$ cat src/rtl/spi_mem_arbiter.sv
// Two-requester arbiter driving one SPI memory: 7-bit address, r/w bit, one data byte.
// Define SPI_ARB_RR_EN for round-robin arbitration; fixed priority (requester 0) otherwise.
module spi_mem_arbiter #(
  parameter int CLK_DIV = 4,
  parameter int CS_GAP  = 8
) (
  input  logic        clk,
  input  logic        reset,
  input  logic [1:0]  req,
  input  logic [1:0]  rw,
  input  logic [13:0] addr,
  input  logic [15:0] wdata,
  output logic [1:0]  gnt,
  output logic [1:0]  done,
  output logic [7:0]  rdata,
  output logic        busy,
  output logic        sclk,
  output logic        cs,
  output logic        mosi,
  input  logic        miso
);

  typedef enum logic [2:0] {
    IDLE,
    SETUP,
    CMD,
    DATA,
    GAP
  } state_t;

  localparam logic [7:0] DIV_M1 = 8'(CLK_DIV - 1);
  localparam logic [7:0] GAP_M1 = 8'(CS_GAP - 1);

  state_t      state;
  logic [7:0]  cnt;
  logic [4:0]  half;
  logic [15:0] sh;
  logic [7:0]  rx;
  logic        rw_q;
  logic        cur;
  logic        win;
  logic        sel_rw;
  logic [6:0]  sel_addr;
  logic [7:0]  sel_wdata;

`ifdef SPI_ARB_RR_EN
  logic ptr;

  // ptr names the requester that wins a tie
  always_comb begin
    win = 1'b0;
    if (req[0] && req[1]) win = ptr;
    else                  win = req[1];
  end
`else
  always_comb begin
    win = 1'b0;
    win = ~req[0];
  end
`endif

  always_comb begin
    sel_rw    = 1'b0;
    sel_addr  = 7'd0;
    sel_wdata = 8'd0;
    if (win) begin
      sel_rw    = rw[1];
      sel_addr  = addr[13:7];
      sel_wdata = wdata[15:8];
    end else begin
      sel_rw    = rw[0];
      sel_addr  = addr[6:0];
      sel_wdata = wdata[7:0];
    end
  end

  // Bit k of the result is the mosi value for sclk rise k.
  function automatic logic [15:0] frame_of(
    input logic       r,
    input logic [6:0] a,
    input logic [7:0] d
  );
    logic [15:0] f;
    f = {8'h00, r, a};
    if (!r) begin
      for (int i = 0; i < 8; i++) f[8+i] = d[7-i];
    end
    return f;
  endfunction

  always_ff @(posedge clk or posedge reset) begin
    if (reset) begin
      state <= IDLE;
      cnt   <= 8'd0;
      half  <= 5'd0;
      sh    <= 16'd0;
      rx    <= 8'd0;
      rw_q  <= 1'b0;
      cur   <= 1'b0;
      gnt   <= 2'b00;
      done  <= 2'b00;
      rdata <= 8'd0;
      busy  <= 1'b0;
      sclk  <= 1'b0;
      cs    <= 1'b1;
      mosi  <= 1'b0;
`ifdef SPI_ARB_RR_EN
      ptr   <= 1'b0;
`endif
    end else begin
      gnt  <= 2'b00;
      done <= 2'b00;
      case (state)
        IDLE: begin
          if (req != 2'b00) begin
            gnt   <= win ? 2'b10 : 2'b01;
            cur   <= win;
            rw_q  <= sel_rw;
            sh    <= frame_of(sel_rw, sel_addr, sel_wdata);
            cs    <= 1'b0;
            busy  <= 1'b1;
            cnt   <= 8'd0;
            state <= SETUP;
`ifdef SPI_ARB_RR_EN
            ptr   <= ~win;
`endif
          end
        end
        SETUP: begin
          if (cnt == DIV_M1) begin
            cnt   <= 8'd0;
            half  <= 5'd0;
            mosi  <= sh[0];
            sh    <= {1'b0, sh[15:1]};
            state <= CMD;
          end else begin
            cnt <= cnt + 8'd1;
          end
        end
        CMD, DATA: begin
          if (cnt == DIV_M1) begin
            cnt <= 8'd0;
            if (!half[0]) begin
              sclk <= 1'b1;
              half <= half + 5'd1;
              if (state == DATA) rx <= {rx[6:0], miso};
            end else if (half == 5'd31) begin
              // frame ends; cnt now counts down the chip-select gap
              sclk  <= 1'b0;
              cs    <= 1'b1;
              mosi  <= 1'b0;
              done  <= cur ? 2'b10 : 2'b01;
              if (rw_q) rdata <= rx;
              cnt   <= GAP_M1;
              busy  <= (CS_GAP != 1);
              state <= (CS_GAP == 1) ? IDLE : GAP;
            end else begin
              sclk <= 1'b0;
              half <= half + 5'd1;
              mosi <= sh[0];
              sh   <= {1'b0, sh[15:1]};
              if (half == 5'd15) state <= DATA;
            end
          end else begin
            cnt <= cnt + 8'd1;
          end
        end
        GAP: begin
          // the arbitration cycle in IDLE is the last high cycle of the gap
          if (cnt <= 8'd1) begin
            busy  <= 1'b0;
            state <= IDLE;
          end else begin
            cnt <= cnt - 8'd1;
          end
        end
        default: state <= IDLE;
      endcase
    end
  end

endmodule

$ cat config.mk
export PLATFORM = sky130hd
export DESIGN_NAME = spi_mem_arbiter
export DESIGN_NICKNAME = d
export VERILOG_FILES = /design/src/rtl/spi_mem_arbiter.sv
export SDC_FILE = /design/constraint.sdc
export NUM_CORES = 1
export LEC_CHECK = 0
export ABC_AREA = 1
export BUFFER_PORTS_ARGS = -buffer_cell sky130_fd_sc_hd__buf_2
export CORE_ASPECT_RATIO = 2
export CORE_MARGIN = 1.5
export CORE_UTILIZATION = 51
export CTS_CLUSTER_DIAMETER = 80
export DETAILED_ROUTE_END_ITERATION = 8
export GPL_ROUTABILITY_DRIVEN = 0
export GPL_TIMING_DRIVEN = 0
export PLACE_DENSITY = 0.76
export SYNTH_ARGS = -nofsm -noshare
export SYNTH_HDL_FRONTEND = slang
export SYNTH_SLANG_ARGS = --single-unit
$ cat constraint.sdc
create_clock -name clk -period 1.8 [get_ports clk]
set_clock_uncertainty 0.15 [all_clocks]
set_input_delay 0.09 -clock clk [delete_from_list [all_inputs] [get_ports clk]]
set_output_delay 0.09 -clock clk [all_outputs]
set_load 0.01 [all_outputs]
-- After elaboration in Yosys (flattened, before gate mapping)
Cells that the tools add are included.
- bits in registers: 58
- bits of input ports: 37
- output and inout port bits: 16
- logic and storage cells: 110
- add/sub/neg operators: 3
- $lt $le $gt $ge: 1
- eq/ne operators: 17
- multiplexer cells: 52
- bitwise gates (word level): 2
- reductions and logical operators: 20
- operators with widths (cell ; count):
    $mux 16 ; 5
    $mux 8 ; 6
    $pmux 16 s3 ; 1
    $pmux 8 s4 ; 1
    $mux 3 ; 9
    $mux 5 ; 4
    $reduce_and 6->1 ; 3
    $mux 2 ; 8
    $ne 2x2->1 const B ; 8
    $mux 1 ; 12
    $pmux 3 s4 ; 1
    $reduce_and 4->1 ; 3
    $pmux 5 s2 ; 1
    $reduce_and 5->1 ; 2
    $add 8x1->8 const B ; 1
    $eq 8x2->1 const B ; 1
    $le 8x1->1 const B ; 1
    $sub 8x1->8 const B ; 1
    $mux 7 ; 1
    $eq 3x2->1 const B ; 2
    $ne 3x3->1 const B ; 2
    $reduce_and 3->1 ; 2
    $reduce_bool 2->1 ; 3
    $reduce_bool 3->1 ; 2
    other kinds (12) ; 15

-- Longest topological paths before layout
- word-level depth: 6
- mapped depth: 12
- gate-level depth less buffers: 12

-- Worst setup path before layout
OpenSTA, ideal clock, no wires.
- kind: reg2reg
- start: register half[0]
- end: register rdata[4]
- library setup time: 0.118 ns
- arrival: 1.625 ns
- required time: 1.532 ns
- slack: -0.093 ns
- stages on the path, launching flop included: 11
- buffers on the path: 1
- clock period less this slack: 1.893 ns
- cell sequence: dfrtp_1 > ha_1 > nand2_1 > nor2_1 > ha_1 > inv_1 > nor3_4 > nand3_2 > buf_6 > nand2_1 > o21ai_2
- cells in the longest elaborated chain, start to end: 2
- RTL lines (element ; RTL line ; text):
    from (decl) ; 36 ; logic [4:0] half;
    from (signal assigned) ; 145 ; half <= half + 5'd1;
    from (signal assigned) ; 159 ; half <= half + 5'd1;
    $eq 5x5->1 ; 147 ; end else if (half == 5'd31) begin
    $reduce_and 5->1 (no source line) (*) ; n/a ;
    to (signal assigned) ; 153 ; if (rw_q) rdata <= rx;
    to (decl) ; 15 ; output logic [7:0] rdata,
Every way passes the cells marked *; elsewhere a longest branch is shown, timed or not.
A chain may end at the register's enable or synchronous reset.

-- Worst setup path in the final report
- start: register half[0]
- end: register rdata[1]
Same word-level chain as after synthesis.

==> impl_metrics.py <==
metrics = {
    "timing": {
        "worst_slack_ns": -0.09374,
        "rsz0062_at_grt": "true",
        "final-setup-viol-count": 28,
        "fmax_mhz": 528.1,
        "maxSlewHeadroom_pct": 71.25,
        "period_share_pct": 105.2,
        "fin_crit_ns": 1.894,
        "slew_violations": 0,
        "setup_tns_ns": -1.797,
        "final_hold_viol_count": 0,
        "tightest_slew_ns": 0.4307,
    },
    "worst_hold_path": {
        "hold_depth": 5,
        "hold-path-endpoint": "sh[11]",
        "hold_path.startpoint": "wdata[12]",
        "min_path_type": "in2reg",
    },
    "grt": {
        "grtUsageMet1_pct": 27.53,
        "grt_usage_pct": 26.15,
        "grt_pass1_wl_um": 14080,
        "grt_max_degree": 41,
        "use_met3_pct": 6.264,
        "grt_most_used_layer": "met2",
        "antenna_found_initial": 0,
        "grt_pass1_vias": 3204,
        "grt_overflow": 0,
        "grtUsageMet2_pct": 46.33,
    },
    "critical_path": {
        "critical_path.cell_chain": "ha_2 -> nand2_2 -> nor2_4 -> ha_4 -> inv_4 -> nor3_4 -> nand3_4 -> buf_12 -> nand2_4 -> o21ai_2",
        "cp_slowest_cell": "dfrtp_1",
        "criticalPathCategory": "reg2reg",
        "critPathCaptureType": "register",
        "r2r_slack_ns": -0.09,
        "max_stage_delay_ns": 0.36,
        "crit_buf_inv": 2,
        "r2r_start": "half[0]",
        "worstPathRequired_ns": 1.86,
        "crit_family": "simple AND/OR/NAND/NOR gates",
        "cp_max_fo": 6,
        "arrival_ns": 1.96,
        "startpoint_type": "register",
        "reg2reg_to": "rdata[1]",
        "reg2regPathDepth": 10,
    },
    "synth": {
        "synth_top_family_by_area": "simple AND/OR/NAND/NOR gates",
        "syn_avg_cell_area_um2": 8.048,
        "synth_area_leaders": "dfrtp_1, nand2_1, o21ai_0, o21ai_2, nor2_1",
        "synthAdderAreaFrac_pct": 2.226,
        "synth_compound_gate_area_share_pct": 13.69,
        "syn_nets": 462,
        "synthMuxAreaShare_pct": 2.078,
        "synth.top_cell.area_share_pct": 42.30,
        "synth-simple-area-share_pct": 31.13,
        "syn_area_um2": 3372,
        "ys_types": 32,
        "yosys.area.top_type": "dfrtp_1",
        "ys_warn_count": 0,
        "synth-xor-area-share_pct": 0.7792,
        "synthCells": 419,
        "synth_seq_cells": 58,
        "yosysSeqAreaShare_pct": 43.08,
    },
    "placement": {
        "post-dp-hpwl_um": 5811,
        "io_buffers": 52,
        "placed_area_um2": 3775,
    },
    "pwr": {
        "ir_drop_mv": 0.9465,
        "power_mw": 7.267,
        "leakage_nw": 2.309,
        "p_per_area_nw_per_um2": 1554,
    },
    "final_layout": {
        "num_antenna_cells": 0,
        "fin_nets": 558,
        "syn_to_final_growth_pct": 38.70,
        "nFillCells": 486,
        "design_area_um2": 4677,
        "layout-drive-gt1-share_pct": 38.34,
    },
    "floorplanning": {
        "die_h_um": 118.0,
        "die_x_um": 60.50,
        "placement_rows": 41,
        "die-area_um2": 7138,
        "core-area_um2": 6361,
        "start_util_pct": 53.01,
        "io_pins": 53,
    },
    "cts": {
        "clk_pin_slew_ns": 0.05,
        "clk_latency_ns": 0.33,
        "numCtsBuffers": 9,
        "cts.sinks": 58,
        "cts_tree": "built",
        "cts-htree-levels": 3,
        "cts-root-buf": "clkbuf_16",
        "cts_buffer_depth": 2,
    },
    "drt": {
        "drt.antenna.violating_nets": 0,
        "vias_per_cell": 5.350,
        "dr.first_iter.drc_count": 143,
        "drc": 0,
        "vias": 3237,
        "wire_per_inst_um": 14.90,
        "finalWirelength_um": 9017,
        "first_pass_iters": 4,
    },
    "outcome": {
        "outcome": "finished, violations left",
        "violations": "negative setup slack",
    },
    "run": {
        "max_cap_viol_count": 0,
    },
}
[per-layer routing]
layer | share of wire, % | up-vias
met3 | 3.7 | 27
met4 | 3.2 | 0
met1 | 36 | 1560
li1 | - | 1537
met2 | 57 | 113
met5 | 0 | -
[where the power goes]
part	internal (mW)	switching [mW]	total, mW
sequential	1.66	0.317	1.98
clock	1.17	0.569	1.74
combinational	1.51	2.04	3.55
total	4.35	2.92	7.27
[state kept, by name, indices dropped and copies added (netlist names), 2 cells and up]
| signal | count |
|---|---|
| sh | 16 |
| gnt | 2 |
| half | 5 |
| done | 2 |
| rdata | 8 |
| state | 3 |
| rx | 8 |
| cnt | 8 |
[placed cells by master (no fill, tap or decap), types with 18 or more instances in the layout]
cell type / instances
nor2_1: 36
nand2_1: 110
o21ai_2: 18
o21ai_1: 18
o21ai_0: 29
nand2_4: 21
inv_1: 23
nand3_1: 24
buf_2: 55
dfrtp_1: 52
[cells in the mapped netlist (all sizes together)]
master	instances
dfrtp	57
buf	11
nor2	49
nand2	141
a21oi	4
nor3	1
o2111ai	1
nand3	28
mux2i	7
xor2	3
or2	5
a21boi	2
ha	6
nand4	1
inv	35
dfstp	1
o21ai	67
[area by class of cell]
class | count | area [um2] | area share (%)
plain buffers | 11 | 132.6 | 2.836
clock buffers | 13 | 270.3 | 5.778
clock inverters | 2 | 35.03 | 0.7491
inverters | 35 | 141.4 | 3.023
multi-input cells | 315 | 1929 | 41.25
flip-flops and latches | 58 | 1459 | 31.19
well taps | 86 | 107.6 | 2.301
repair buffers | 85 | 601.8 | 12.87
[how the worst max path moves through the flow]
stage / cells after the start / slack (ns) / end / from
after global routing: 10 / -0.17 / rdata[6] / half[0]
after floorplan: 10 / -0.02 / rdata[4] / half[0]
final: 10 / -0.09 / rdata[1] / half[0]
after CTS: 10 / -0.15 / rdata[4] / half[1]
after global placement: 2 / -0.55 / gnt[1] / reset
after detailed placement: 10 / -0.34 / rdata[4] / half[0]
[kinds of logic after synthesis]
group | Yosys count
xor gates and xnor gates | 3
AOI/OAI and AO/OA | 74
and+or+nand+nor | 225
DFF | 58
adders and majority gates | 6
muxes | 7
buffers and inverters | 46
[worst register-to-register path: cells and delay by family, from the launching register on]
family	cells	cell delay, ns
AO/OA/AOI/OAI	1	0.05
adder cells (fa/ha/maj)	2	0.37
buffers and inverters	2	0.23
flip-flops	1	0.36
AND/OR/NAND/NOR	5	0.63
[through the flow]
step / instances / worst slack (ns) / utilization, % / hold WS, ns
finish: 605 / -0.09374 / 73.52 / 0.001651
detailed placement: 558 / -0.3361 / 59.34 / -0.02964
floorplan: 419 / -0.02406 / - / 0.09865
CTS: 593 / -0.1518 / 69.61 / 0.001913
global placement: 557 / -0.5528 / 59.03 / 0.1929
global route: 605 / -0.1697 / 73.52 / 0.04048
[timing repair]
action,CTS,global route
cloned,2,1
setup endpoints to repair,44,47
endpoints found under the hold margin,58,0
pin swaps,9,12
resized for setup,34,49
buffers inserted,10,12
hold buffers,8,0
(Power assumes the default switching activity.)
